**config.mk**
```make
export PLATFORM = sky130hd
export DESIGN_NAME = keycode_publisher
export DESIGN_NICKNAME = d
export VERILOG_FILES = /design/src/rtl/keycode_publisher.sv
export SDC_FILE = /design/constraint.sdc
export NUM_CORES = 1
export LEC_CHECK = 0
export CORE_MARGIN = 4
export CORE_UTILIZATION = 24
export DETAILED_ROUTE_END_ITERATION = 6
export SLEW_MARGIN = 5
export SYNTH_ARGS = -nofsm -noshare
export SYNTH_HDL_FRONTEND = slang
export SYNTH_SLANG_ARGS = --single-unit
export TNS_END_PERCENT = 100
```
**constraint.sdc**
```tcl
create_clock -name Clk -period 3.19 [get_ports Clk]
set_clock_uncertainty 0.05 [all_clocks]
set_input_delay 0.319 -clock Clk [delete_from_list [all_inputs] [get_ports Clk]]
set_output_delay 0.319 -clock Clk [all_outputs]
set_load 0.05 [all_outputs]
```
**src/rtl/keycode_publisher.sv**
```systemverilog
// -----------------------------------------------------------------------------
// keycode_publisher
//
// Producer end of the 16-bit keycode interface read by the game status FSM.
// USB-host software writes each HID boot-keyboard report (two 8-bit key slots)
// over Avalon-MM. The report is published on keycode[15:0] once it has been
// diffed against the previous report. The diff produces press/release events
// that are queued in a show-ahead FIFO and popped with a valid/ready handshake.
//
// Ports:
//   Clk              system clock
//   Reset_n          asynchronous, active-low reset
//   avl_chipselect   Avalon-MM slave select
//   avl_write        write strobe
//   avl_read         read strobe
//   avl_address[1:0] register address (0 = report, 1 = FIFO status/control)
//   avl_writedata    write data
//   avl_readdata     read data, combinational from address
//   avl_waitrequest  stalls address-0 writes while a diff is in progress
//   keycode[15:0]    published report: [7:0] = slot0, [15:8] = slot1
//   evt_valid        FIFO head valid
//   evt_ready        consumer accepts head
//   evt_data[8:0]    {press(1)/release(0), code[7:0]}
// -----------------------------------------------------------------------------
module keycode_publisher #(
  parameter int FIFO_DEPTH = 8,
  parameter int CNT_W      = $clog2(FIFO_DEPTH) + 1
) (
  input  logic        Clk,
  input  logic        Reset_n,
  input  logic        avl_chipselect,
  input  logic        avl_write,
  input  logic        avl_read,
  input  logic [1:0]  avl_address,
  input  logic [31:0] avl_writedata,
  output logic [31:0] avl_readdata,
  output logic        avl_waitrequest,
  output logic [15:0] keycode,
  output logic        evt_valid,
  input  logic        evt_ready,
  output logic [8:0]  evt_data
);

  localparam int PTR_W = $clog2(FIFO_DEPTH);

  // Diff sequencer states
  localparam logic [2:0] S_IDLE   = 3'd0;
  localparam logic [2:0] S_R0     = 3'd1;
  localparam logic [2:0] S_R1     = 3'd2;
  localparam logic [2:0] S_P0     = 3'd3;
  localparam logic [2:0] S_P1     = 3'd4;
  localparam logic [2:0] S_COMMIT = 3'd5;

  // HID "ErrorRollOver" code: the keyboard could not report its state
  localparam logic [7:0] KEY_ROLLOVER = 8'h01;

  logic [2:0]  state;
  logic [15:0] new_r;
  logic [15:0] old_r;

  logic [7:0] new0, new1, old0, old1;
  assign new0 = new_r[7:0];
  assign new1 = new_r[15:8];
  assign old0 = old_r[7:0];
  assign old1 = old_r[15:8];

  // ---------------------------------------------------------------------------
  // Avalon-MM decode
  // ---------------------------------------------------------------------------
  logic wr_req;
  logic addr0_wr_acc;
  logic addr1_wr;
  logic clr_ovf;
  logic flush;

  assign wr_req          = avl_chipselect & avl_write;
  assign avl_waitrequest = wr_req & (avl_address == 2'd0) & (state != S_IDLE);
  assign addr0_wr_acc    = wr_req & (avl_address == 2'd0) & ~avl_waitrequest;
  // Status/control writes are never stalled, even mid-diff.
  assign addr1_wr        = wr_req & (avl_address == 2'd1);
  assign clr_ovf         = addr1_wr & avl_writedata[0];
  assign flush           = addr1_wr & avl_writedata[1];

  // Upper write-data bits carry no register content.
  logic unused_wdata;
  assign unused_wdata = ^avl_writedata[31:16];

  // ---------------------------------------------------------------------------
  // Event generation: one candidate event per diff state
  // ---------------------------------------------------------------------------
  logic       push_req;
  logic [8:0] push_data;

  // NOTE: every output of a combinational block gets a default up front so no
  // path through the case leaves it unassigned (which would infer a latch).
  always_comb begin
    push_req  = 1'b0;
    push_data = '0;
    case (state)
      S_R0: begin
        push_req  = (old0 != 8'h00) && (old0 != new0) && (old0 != new1);
        push_data = {1'b0, old0};
      end
      S_R1: begin
        // A code held in both old slots is released only once (from slot0).
        push_req  = (old1 != 8'h00) && (old1 != old0) &&
                    (old1 != new0) && (old1 != new1);
        push_data = {1'b0, old1};
      end
      S_P0: begin
        push_req  = (new0 != 8'h00) && (new0 != old0) && (new0 != old1);
        push_data = {1'b1, new0};
      end
      S_P1: begin
        push_req  = (new1 != 8'h00) && (new1 != new0) &&
                    (new1 != old0) && (new1 != old1);
        push_data = {1'b1, new1};
      end
      default: ;
    endcase
  end

  // ---------------------------------------------------------------------------
  // Diff sequencer
  // ---------------------------------------------------------------------------
  // NOTE: sequential state is updated with non-blocking assignments so every
  // register samples its inputs as they stood before the clock edge.
  always_ff @(posedge Clk or negedge Reset_n) begin
    if (!Reset_n) begin
      state   <= S_IDLE;
      new_r   <= '0;
      old_r   <= '0;
      keycode <= '0;
    end else begin
      case (state)
        S_IDLE: begin
          if (addr0_wr_acc) begin
            new_r <= avl_writedata[15:0];
            old_r <= keycode;
            // A rollover report says nothing about which keys are down; drop it.
            if (avl_writedata[7:0] != KEY_ROLLOVER &&
                avl_writedata[15:8] != KEY_ROLLOVER)
              state <= S_R0;
          end
        end
        S_R0:     state <= S_R1;
        S_R1:     state <= S_P0;
        S_P0:     state <= S_P1;
        S_P1:     state <= S_COMMIT;
        S_COMMIT: begin
          // Publishing last guarantees all events of this report are queued
          // before the consumer can observe the new keycode.
          keycode <= new_r;
          state   <= S_IDLE;
        end
        default:  state <= S_IDLE;
      endcase
    end
  end

  // ---------------------------------------------------------------------------
  // Event FIFO (show-ahead)
  // ---------------------------------------------------------------------------
  logic [8:0]       mem [FIFO_DEPTH];
  logic [PTR_W-1:0] wr_ptr;
  logic [PTR_W-1:0] rd_ptr;
  logic [CNT_W-1:0] count;
  logic             overflow;

  logic full;
  logic pop;
  logic do_push;

  assign full      = (count == CNT_W'(FIFO_DEPTH));
  assign evt_valid = (count != '0);
  assign pop       = evt_valid & evt_ready;
  // When full, a simultaneous pop frees the slot the push needs.
  assign do_push   = push_req & ~flush & (~full | pop);

  always_ff @(posedge Clk or negedge Reset_n) begin
    if (!Reset_n) begin
      wr_ptr   <= '0;
      rd_ptr   <= '0;
      count    <= '0;
      overflow <= 1'b0;
    end else begin
      if (flush) begin
        wr_ptr <= '0;
        rd_ptr <= '0;
        count  <= '0;
      end else begin
        if (do_push) wr_ptr <= wr_ptr + 1'b1;
        if (pop)     rd_ptr <= rd_ptr + 1'b1;
        case ({do_push, pop})
          2'b10:   count <= count + 1'b1;
          2'b01:   count <= count - 1'b1;
          default: ;
        endcase
      end
      // A drop is evidence worth keeping, so it beats a same-cycle clear.
      if (push_req && !flush && full && !pop)
        overflow <= 1'b1;
      else if (clr_ovf)
        overflow <= 1'b0;
    end
  end

  // NOTE: the storage array is deliberately not reset; occupancy is tracked by
  // the reset pointers/count, and stale entries are never presented.
  always_ff @(posedge Clk) begin
    if (do_push) mem[wr_ptr] <= push_data;
  end

  assign evt_data = evt_valid ? mem[rd_ptr] : '0;

  // ---------------------------------------------------------------------------
  // Read mux (zero wait states)
  // ---------------------------------------------------------------------------
  always_comb begin
    avl_readdata = '0;
    if (avl_chipselect && avl_read) begin
      case (avl_address)
        2'd0: avl_readdata[15:0] = keycode;
        2'd1: begin
          avl_readdata[8]       = overflow;
          avl_readdata[CNT_W-1:0] = count;
        end
        default: ;
      endcase
    end
  end

endmodule

```
== Word level (Yosys, flattened, before mapping) ==
Memories as Yosys holds them, arrays and structs flattened.
Index checks and enable logic that the tools add are counted.
Word-level totals
  register bits: 62
  output and inout bits: 59
  latch bits: 0
  bits in writable memories: 72
  input bits: 40
  word-level logic and storage cells: 102
  ROM bits: 0
  memories kept: 1
Operators by class
  $add $sub $neg: 4
  magnitude comparators: 0
  shifts and indexed selects: 0
  multiply operators: 0
  bitwise logic cells: 14
  reductions and logical operators: 31
  multiplexer cells: 21
  divide/modulo/power cells: 0
  equal/unequal tests: 23
Memories
  mem: depth 8, width 9, read ports 1, clocked after Yosys merged registers in 0, write ports 1, line 164  | logic [8:0] mem [FIFO_DEPTH];
Operators with widths (count)
  $ne 8x8->1: 10
  $pmux 9 s4: 1
  $reduce_bool 8->1: 4
  $mux 3: 6
  $mux 16: 1
  $ne 8x1->1 const B: 2
  $pmux 4 s2: 2
  $logic_and 1x1->1: 15
  $pmux 3 s5: 1
  $and 1x1->1: 10
  $mux 9: 1
  $mux 4: 2
  $mux 7: 1
  $add 3x1->3 const B: 2
  $eq 3x2->1 const B: 2
  $eq 3x3->1 const B: 2
  $reduce_bool 2->1: 3
  $reduce_bool 3->1: 2
  $add 4x1->4 const B: 1
  $eq 2x1->1 const B: 2
  $eq 4x4->1 const B: 1
  $mux 1: 4
  $ne 2x2->1 const B: 2
  $pmux 1 s4: 1
  other kinds (11): 15

== Depth between registers and ports, before layout ==
Gate-level depths: netlist (run 1).
  depth after elaboration: 10
  gate-level depth with buffers: 15
  gate-level depth less buffers: 14

== Least setup slack after synthesis (run 1) ==
OpenSTA, ideal clock, no wires.
  path type: flip-flop to flip-flop
  start: reg count[1]
  end: reg count[3]
  arrival: 2.777 ns
  stages on the path, launching flop included: 14
  period minus slack after synthesis: 2.964 ns
  required time: 3.003 ns
  library setup time: 0.137 ns
  path buffers: 1
  path slack: 0.226 ns
  cell sequence: dfrtp_1 -> or3_4 -> nor2_4 -> inv_2 -> and2_1 -> clkbuf_1 -> nor2b_1 -> ha_1 -> a21o_1 -> a21oi_1 -> nor2_1 -> a21oi_1 -> o31a_1 -> a31oi_1
On the way
  cells in the longest elaborated chain, start to end: 7
Ends and longest elaborated chain
  from (decl): line 167  | logic [CNT_W-1:0] count;
  from (signal assigned): line 195  | 2'b10: count <= count + 1'b1;
  from (signal assigned): line 196  | 2'b01: count <= count - 1'b1;
  $reduce_bool 4->1 (*): line 175  | assign evt_valid = (count != '0);
  named net evt_valid: line 39  | output logic evt_valid,
  $and 1x1->1 (*): line 176  | assign pop = evt_valid & evt_ready;
  $or 1x1->1: line 178  | assign do_push = push_req & ~flush & (~full | pop);
  $and 1x1->1: line 178
  $eq 2x1->1 / $eq 2x2->1 (equally long branches): line 194  | case ({do_push, pop})
  $pmux 4 s2: line 194
  $mux 4: line 187  | if (flush) begin
The timed path passes the listed nets; every way through them passes the cells marked *.
A chain may end at the register's enable or synchronous reset.

== Worst setup path after layout (run 1) ==
  start: reg new_r[15]
  end: reg count[3]
On the way
  cells in the longest elaborated chain, start to end: 10
Ends and longest elaborated chain
  from (decl): line 58  | logic [15:0] new_r;
  from (signal assigned): line 138  | new_r <= avl_writedata[15:0];
  $ne 8x8->1 / $reduce_bool 8->1 (equally long branches): line 115  | push_req = (new1 != 8'h00) && (new1 != new0) &&
  $logic_and 1x1->1 (2 in a row): line 115
  $logic_and 1x1->1: line 116  | (new1 != old0) && (new1 != old1);
  $pmux 1 s4 (*): line 99  | case (state)
  $and 1x1->1 (*) (2 in a row): line 178
  $eq 2x1->1 / $eq 2x2->1 (equally long branches): line 194
  $pmux 4 s2: line 194
  $mux 4: line 187
Every way passes the cells marked *; elsewhere a longest branch is shown, timed or not.

==> qor.csv, run 1 <==
stage,metric,value,unit
run_status,status,completed,
sta,worstMarginPinSlew,0.773,ns
finish,diodes,0,
sta,relSlewSlack,48.4,%
worst_setup_path,cp.required,3.43,ns
global_routing,busiest_layer,met2,
clocking,cts_tree,yes,
logic_synthesis,synthCells,516,
clocking,clock_latency,0.42,ns
global_routing,antenna_found_initial,0,
sta,timing.final.max_slew_violations,0,
finish,layout_commonest_cell,edfxtp_1,
drt,vias,4186,
finish,fillers,2831,
drt,firstDrtPassIters,4,
sta,period_share,92.3,%
logic_synthesis,synth_seq_cells,134,
logic_synthesis,synthArstFlopShare,46.3,%
sta,fin_tns_setup,0,ns
finish,final_cell_mix,"edfxtp_1, dfrtp_1, mux2_2",
drt,vias_per_cell,4.28,
drt,drt_iter0_drc,327,
finish,drive_above_1_share,30.3,%
sta,rsz0062_at_grt,false,
die,die_w,178,um
logic_synthesis,synth_edf_count,72,
logic_synthesis,synth_seq_area_share,53.6,%
placed_design,gp_congestion,0.823,
finish,syn_to_final_growth,26.0,%
finish,multi_input_area,0.00283,mm2
logic_synthesis,yosysWarnings,0,
die,die_area,0.0316,mm2
global_routing,grt_use_met3,2.26,%
power_and_ir_drop,power.density,1130,mW/mm2
clocking,root_buffer,clkbuf_16,
worst_setup_path,crit_path_start_kind,register,
power_and_ir_drop,vdd_drop_max,0.000577,V
global_routing,grt-ovfl-total,0,
flow_run,maxCapViolations,0,
placed_design,hpwl,11.1,mm
logic_synthesis,ys.flop_type,edfxtp_1,
clocking,clk_path_buf_depth,2,
worst_setup_path,crit_type,register to register,
power_and_ir_drop,power.leakage,3.31,nW
worst_setup_path,path_max_fanout,7,
clocking,path_clk_slew,0.06,ns
worst_setup_path,max_stage_delay,0.49,ns
finish,ff_latch_area,0.00372,mm2
finish,nNetsFinal,633,
die,die_h,178,um
global_routing,grt.met2_usage,16.0,%
global_routing,grt_util_met1,14.5,%
die,start_util,24.7,%
drt,routed_wl,15.7,mm
die,core.rowCount,61,
clocking,cts_sinks,134,
die,pin_count,99,
clocking,numCtsBuffers,17,
clocking,h-tree-depth,4,
global_routing,grt_max_degree,63,
sta,final.min_clock_period,2.94,ns
logic_synthesis,ys_types,55,
global_routing,grt_pass1_vias,4349,
logic_synthesis,netlist_area,0.00693,mm2
worst_setup_path,end_kind,register,
sta,max_freq,340,MHz
worst_setup_path,cpMaxStageDelayCell,dfrtp_1,
power_and_ir_drop,total_power,0.00982,W
logic_synthesis,syn_avg_cell_area,13.4,um2
drt,route.detailed.wl_per_inst,16.1,um
drt,detail-route-antenna-nets,0,
sta,finalSetupViolCount,0,
global_routing,grt_pass1_wl,25.0,mm
worst_setup_path,path_cells,"xor2_1, nor4_1, nand2_1, a21oi_4, nor2_1, nor2b_1, ha_1, a21o_1, a21oi_1, buf_4, nor2_1, a21oi_1, o31a_1, a31oi_1",
global_routing,grt_usage,10.3,%
sta,hold_viol,0,
drt,drcViolationCount,0,
die,coreArea,0.0281,mm2
placed_design,io_buffers,66,
worst_hold_path,hold_path.class,primary input to asynchronous set/reset pin,
worst_setup_path,cp.arrival,3.19,ns
report_power, final:
group	total [W]	internal (W)	switching, W	leakage, nW
combinational	0.00442	0.00204	0.00238	1.55
sequential	0.00331	0.00250	0.000810	1.46
clock	0.00209	0.00132	0.000771	0.307
total	0.00982	0.00586	0.00396	3.31
per-layer routing:
metal / part of all wire (%) / wire, um
met3: 5.1 / 801
met2: 46 / 7260
met4: 0.70 / 110
met5: 0 / 0
met1: 48 / 7560
cell usage after synthesis, types with 2 or more instances:
cell,number,share of area (%)
a22oi_1,8,0.87
buf_4,36,3.9
ha_1,4,0.72
nor4b_1,2,0.25
nand2_1,15,0.81
mux4_2,18,5.9
a2bb2oi_1,2,0.25
dfrtp_1,62,22
nor3_1,4,0.29
buf_1,6,0.33
o21ai_0,4,0.29
buf_6,5,0.81
o22ai_1,8,0.72
edfxtp_1,72,31
nor4_1,13,1.2
a21oi_1,6,0.43
xor2_1,11,1.4
buf_2,12,0.87
nand3b_1,2,0.22
xnor2_1,42,5.3
o21ai_1,2,0.14
nand2b_1,7,0.63
nor2b_1,4,0.36
or3_4,2,0.33
nor2_1,31,1.7
and2_1,13,1.2
a211oi_1,2,0.22
nand4_1,10,0.90
mux2_2,51,8.3
mux2i_1,28,4.0
clkbuf_1,10,0.54
flip-flops by register name, indices dropped and copies added (netlist names):
name,count
wr_ptr,3
new_r,16
mem,72
old_r,16
count,4
keycode,16
overflow,1
state,3
rd_ptr,3
path summary, 6_finish.rpt:
path | start | to | slack (ns) | cells after the start
max | new_r[15] | count[3] | 0.25 | 14
min | Reset_n | keycode[8] | 0.39 | 3
max reg2reg | new_r[15] | count[3] | 0.25 | 14
min reg2reg | overflow | overflow | 0.50 | 1
max in group asynchronous | Reset_n | new_r[12] | 2.41 | 3
min in group Clk | avl_writedata[8] | new_r[8] | 0.49 | 2
per-stage QoR:
stage	util [%]	instance area [um2]	hold slack [ns]	setup WS [ns]	instances
6_report	31.1	8720	0.390	0.246	979
2_1_floorplan	-	6980	-0.0266	0.226	531
4_1_cts	30.9	8690	0.394	0.148	978
3_3_place_gp	28.7	8060	0.312	0.179	945
5_1_grt	31.1	8720	0.427	0.000211	979
3_5_place_dp	28.7	8060	0.312	0.187	945
final cells by class:
type	instances	area share (%)
Sequential cell	134	42.7
Multi-Input combinational cell	326	32.5
Timing Repair Buffer	107	12.2
Tap cell	378	5.42
Clock buffer	18	4.92
Clock inverter	14	2.24
Inverter	2	0.0860
worst max-delay path: cells and delay by family, from the launching register on:
kind	cells	cell delay (ns)
AOI/OAI and AO/OA	6	0.83
DFF	1	0.49
adders and majority gates	1	0.25
and+or+nand+nor	5	0.84
xor gates and xnor gates	1	0.21
buffers and inverters	1	0.15
logic make-up (layout without fill, tap and decap cells):
family                     count (synthesis)  after routing  synth area share [%]
DFF                                      134            134                  53.6
and+or+nand+nor                          112            112                  8.94
muxes                                     97             97                  18.2
buffers and inverters                     71            141                  6.56
xor gates and xnor gates                  53             53                  6.70
AOI/OAI and AO/OA                         43             43                  4.91
adders and majority gates                  5              5                  1.01
other                                      1             16                0.0541
repair_timing:
item | CTS | global route
hold endpoints to repair | 62 | 0
resized for setup | 0 | 11
setup buffers | 0 | 1
endpoints found under the setup margin | 0 | 1
hold buffers | 1 | 0
Note: power is estimated with default switching activity, not from simulation.
==> inputs of run 2 (changes only) <==
CORE_MARGIN = unset   (was 4)
CORE_UTILIZATION = 43   (was 24)
PLACE_DENSITY = 0.65   (was unset)
==> run 2 against run 1 <==
  * Maximum frequency shrank 2.3%
  * Worst setup slack worse by 0.069 ns
  * Hold slack better by 0.067 ns
  * Sequential share of layout area rose by 2.0 points
  * Routed wire length fell by 5.9%
  * Largest cell class unchanged
  * Clock power is 8% lower
  * Critical path type unchanged
  * Count of clock-buffer cells in the layout increased by 5
==> qor.csv, run 2 (synthesized netlist as in run 1, its figures left out) <==
stage,metric,value,unit
run_status,status,completed,
global_routing,grt-ovfl-total,0,
drt,vias,4299,
placed_design,gp_congestion,0.869,
finish,drive_above_1_share,27.4,%
global_routing,antenna_found_initial,0,
power_and_ir_drop,p_sw,0.00387,W
power_and_ir_drop,power_frac_comb,46.1,%
sta,rsz0062_at_grt,false,
clocking,clock_latency,0.42,ns
clocking,cts_sinks,134,
drt,drcViolationCount,0,
clocking,root_buffer,clkbuf_16,
power_and_ir_drop,clockPowerShare,19.9,%
die,coreArea,0.0158,mm2
drt,vias_per_cell,5.28,
drt,routed_wl,14.8,mm
worst_setup_path,path_max_fanout,5,
clocking,clk_path_buf_depth,2,
sta,period_share,94.5,%
worst_setup_path,cp.arrival,3.26,ns
sta,finalSetupViolCount,0,
sta,max_freq,332,MHz
placed_design,io_buffers,66,
worst_setup_path,crit_type,register to register,
global_routing,grt_max_degree,34,
power_and_ir_drop,total_power,0.00968,W
clocking,post-cts-setup-buffer-count,0,
power_and_ir_drop,p_int,0.00580,W
finish,diodes,0,
finish,largest_reg_flops,72,
finish,final_cell_mix,"edfxtp_1, dfrtp_1, mux2_2, clkdlybuf4s50_1, buf_4",
worst_setup_path,crit_path_start_kind,register,
finish,fillers,1330,
die,die_area,0.0166,mm2
clocking,numCtsBuffers,17,
sta,hold_viol,0,
finish,nNetsFinal,630,
power_and_ir_drop,power.leakage,3.24,nW
die,core.rowCount,46,
power_and_ir_drop,seqPwrFrac,34.0,%
power_and_ir_drop,vdd_drop_max,0.000564,V
global_routing,grt_pass1_wl,23.6,mm
flow_run,maxCapViolations,0,
finish,syn_to_final_growth,20.0,%
power_and_ir_drop,swShare,40.0,%
drt,drt_iter0_drc,242,
sta,timing.final.max_slew_violations,0,
worst_setup_path,r2r_setup_slack,0.18,ns
global_routing,grt_usage,19.3,%
worst_setup_path,end_kind,register,
worst_hold_path,hold_path.class,primary input to asynchronous set/reset pin,
worst_setup_path,cp.required,3.44,ns
finish,largest-register,mem,
power_and_ir_drop,power.density,1160,mW/mm2
sta,final.min_clock_period,3.01,ns
clocking,h-tree-depth,4,
clocking,cts_tree,yes,
die,die_w,129,um
placed_design,hpwl,10.5,mm
clocking,path_clk_slew,0.06,ns
drt,detail-route-antenna-nets,0,
drt,firstDrtPassIters,4,
finish,layout_commonest_cell,edfxtp_1,
die,die_h,129,um
drt,route.detailed.wl_per_inst,18.2,um
die,pin_count,99,
sta,worstMarginPinSlew,0.945,ns
sta,fin_tns_setup,0,ns
global_routing,grt_pass1_vias,4382,
sta,relSlewSlack,36.8,%
die,start_util,43.8,%
==> run 2: path summary, 6_finish.rpt <==
kind	startpoint	to	cells after the start
worst max-delay path	new_r[0]	count[2]	14
worst min-delay path	Reset_n	keycode[8]	2
worst max register to register	new_r[0]	count[2]	14
worst min register to register	overflow	overflow	1
max in group asynchronous	Reset_n	old_r[5]	3
min in group Clk	overflow	overflow	1
==> run 2: power by group through the flow <==
stage	Clock [W]	Sequential, W	Combinational (W)
5_1_grt	0.00205	0.00337	0.00482
6_report	0.00193	0.00329	0.00446
3_3_place_gp	0	0.00328	0.00435
2_1_floorplan	0	0.00306	0.00351
4_1_cts	0.00196	0.00328	0.00447
3_5_place_dp	0	0.00332	0.00445
==> run 2: final cells by class <==
| type | count | area [um2] | area share, % |
|---|---|---|---|
| tap | 216 | 270 | 3.25 |
| sequential | 134 | 3710 | 44.7 |
| timing repair buffer | 104 | 908 | 10.9 |
| inverter | 2 | 7.51 | 0.0903 |
| multi-input combinational | 326 | 2830 | 34.0 |
| clock buffer | 23 | 458 | 5.51 |
| clock inverter | 9 | 129 | 1.55 |
==> run 2: metal layers <==
layer  global-route usage (%)  vias to the layer above  share of wire [%]
li1                         -                     1988                  -
met3                     4.70                       19                4.1
met4                     6.78                        0                1.2
met5                        0                        -                  0
met1                     24.5                     2175                 44
met2                     32.4                      117                 50
==> run 2: what timing repair did <==
| item | CTS | global route |
|---|---|---|
| hold buffers | 1 | 0 |
| hold endpoints to repair | 32 | 0 |
| endpoints found under the setup margin | 0 | 1 |
| resized for setup | 0 | 6 |
==> run 2: through the flow <==
step	worst slack (ns)	hold slack [ns]	instance area [um2]	instances	util (%)
2_1_floorplan	0.226	-0.0266	6980	531	-
3_3_place_gp	0.138	0.370	7700	781	48.7
3_5_place_dp	0.0493	0.388	7700	781	48.7
4_1_cts	0.00455	0.460	8300	814	52.4
5_1_grt	0.0263	0.467	8310	814	52.5
6_report	0.177	0.456	8310	814	52.5
==> run 2: worst max-delay path, cell delays in order, from the launching register on <==
cell and delay (ns):
dfrtp_1 0.46, buf_4 0.18, xnor2_1 0.14, nand4_1 0.12, o211ai_2 0.11, o32ai_4 0.36
a21oi_4 0.11, nor2_1 0.17, nor2b_2 0.08, buf_4 0.14, fa_1 0.37, xor2_1 0.19
and3_1 0.19, a2bb2oi_1 0.15, a21oi_1 0.08
==> inputs of run 3 (changes only) <==
CTS_CLUSTER_SIZE = 28   (was unset)
PLACE_DENSITY = 0.7   (was 0.65)
==> run 3 against run 2 <==
  * The flow now finishes with violations (negative hold slack)
  * Count of clock-buffer cells in the layout down 3
  * Global-route usage down 0.57 points
  * Non-clock buffer count unchanged
  * Sequential power down 2%
  * Maximum frequency up 0.22%
  * Worst setup slack better by 0.0066 ns
  * Clock power about the same
  * Routed wire length down 4.0%
  * Final cell count down 0.25%
  * Flip-flop and latch count unchanged
==> qor.csv, run 3 (synthesized netlist as in run 1, its figures left out) <==
stage,metric,value,unit
drt,detail-route-antenna-nets,0,
clocking,clk_path_buf_depth,2,
global_routing,grt_pass1_vias,4314,
global_routing,antenna_found_initial,0,
drt,vias_per_cell,5.21,
sta,relSlewSlack,37.5,%
finish,largest-register,mem,
power_and_ir_drop,power.leakage,3.23,nW
global_routing,grt_max_degree,42,
global_routing,grt_pass1_wl,23.0,mm
die,core.rowCount,46,
drt,vias,4227,
die,die_w,129,um
worst_setup_path,cp.required,3.44,ns
sta,period_share,94.3,%
worst_hold_path,hold_path.class,primary input to asynchronous set/reset pin,
power_and_ir_drop,power_frac_comb,47.1,%
die,coreArea,0.0158,mm2
clocking,cts_sinks,134,
global_routing,grt-ovfl-total,0,
placed_design,gp_congestion,0.857,
sta,final.min_clock_period,3.01,ns
flow_run,maxCapViolations,0,
drt,drcViolationCount,0,
drt,routed_wl,14.2,mm
power_and_ir_drop,swShare,40.1,%
worst_setup_path,path_max_fanout,6,
finish,largest_reg_flops,72,
sta,max_freq,333,MHz
finish,multi_input_area,0.00284,mm2
sta,worstMarginPinSlew,0.937,ns
drt,firstDrtPassIters,5,
clocking,clock_latency,0.42,ns
die,pin_count,99,
worst_setup_path,cp.arrival,3.25,ns
clocking,postCtsHoldBufs,0,
power_and_ir_drop,p_int,0.00578,W
power_and_ir_drop,total_power,0.00965,W
finish,diodes,0,
drt,route.detailed.wl_per_inst,17.5,um
finish,ff_latch_area,0.00372,mm2
placed_design,io_buffers,66,
finish,drive_above_1_share,27.9,%
worst_setup_path,crit_path_start_kind,register,
placed_design,placedCellCount,782,
sta,timing.final.max_slew_violations,0,
finish,final_cell_mix,"edfxtp_1, dfrtp_1, mux2_2, clkdlybuf4s50_1, buf_4",
clocking,h-tree-depth,4,
clocking,root_buffer,clkbuf_16,
sta,hold_viol,3,
finish,layout_commonest_cell,edfxtp_1,
placed_design,hpwl,10.1,mm
power_and_ir_drop,p_sw,0.00387,W
sta,fin_hold_ws,-0.00859,ns
sta,finalSetupViolCount,0,
die,die_h,129,um
power_and_ir_drop,seqPwrFrac,33.3,%
clocking,cts_tree,yes,
clocking,numCtsBuffers,17,
power_and_ir_drop,power.density,1160,mW/mm2
run_status,violations,negative hold slack,
worst_setup_path,end_kind,register,
die,die_area,0.0166,mm2
drt,drt_iter0_drc,273,
finish,syn_to_final_growth,20.3,%
worst_setup_path,crit_type,register to register,
finish,nNetsFinal,630,
finish,fillers,1315,
run_status,status,finished with violations,
finish,final_cells,812,
sta,rsz0062_at_grt,false,
global_routing,grt_usage,18.8,%
clocking,path_clk_slew,0.06,ns
power_and_ir_drop,vdd_drop_max,0.000598,V
die,start_util,43.8,%
power_and_ir_drop,clockPowerShare,19.7,%
## run 3: cell types whose count changed in the layout (fill, tap and decap cells not counted), moves of 2 or more
cell	previous run	this run
buf_12	0	2
dfrtp_2	0	2
dfrtp_1	62	60
clkbuf_1	5	3
## run 3: metrics by stage
step | TNS (ns) | cell area [um2] | setup slack, ns | util, %
finish | 0 | 8330 | 0.183 | 52.6
CTS | 0 | 8310 | 0.0645 | 52.5
global route | 0 | 8330 | 0.0222 | 52.6
global placement | 0 | 7740 | 0.0797 | 48.9
floorplan | 0 | 6980 | 0.226 | -
detailed placement | -0.0329 | 7740 | -0.0329 | 48.9
## run 3: path summary, 6_finish.rpt
kind | slack, ns | start | to | cells after the start
setup / recovery | 0.18 | old_r[13] | count[3] | 14
hold / removal | -0.009 | Reset_n | overflow | 1
max in group asynchronous | 2.23 | Reset_n | new_r[6] | 2
min in group Clk | 0.47 | overflow | overflow | 1
setup reg to reg | 0.18 | old_r[13] | count[3] | 14
hold reg to reg | 0.47 | overflow | overflow | 1
## run 3: power by group through the flow
stage                     registers [W]  logic [W]  clock network [W]
after global routing            0.00330    0.00489            0.00201
after global placement          0.00319    0.00441                  0
after detailed placement        0.00323    0.00451                  0
after CTS                       0.00320    0.00454            0.00193
final                           0.00321    0.00454            0.00190
after floorplan                 0.00306    0.00351                  0
## run 3: layout make-up
type	count	share of cell area (%)
well taps	216	3.24
multi-input cells	326	34.1
clock inverters	10	1.59
flip-flops and latches	134	44.6
repair buffers	104	11.2
clock buffers	20	5.24
inverters	2	0.0901
## run 3: timing repair
action,in CTS,in global routing
setup buffers,0,0
endpoints found under the setup margin,1,1
resized for setup,3,6
pin swaps,0,0
## run 3: critical path, cell delays in order, from the launching register on
cell and delay, ns:
dfrtp_1 0.46, nor4_1 0.41, a211oi_1 0.13, o21ai_1 0.15, o32ai_4 0.16, a21oi_4 0.18, nor2_1 0.08, nor2b_1 0.15
ha_1 0.26, a21o_1 0.22, a21oi_4 0.20, nor2_1 0.07, a21oi_1 0.12, o31a_1 0.15, a31oi_1 0.08
## run 3: metal layers
layer | global-route usage (%) | up-vias | part of all wire (%) | wire length (um)
met5 | 0 | - | 0 | 0
met4 | 6.78 | 0 | 1.2 | 171
met3 | 4.74 | 13 | 4.0 | 570
met2 | 30.3 | 112 | 49 | 6980
met1 | 24.5 | 2122 | 46 | 6490
li1 | - | 1980 | - | -
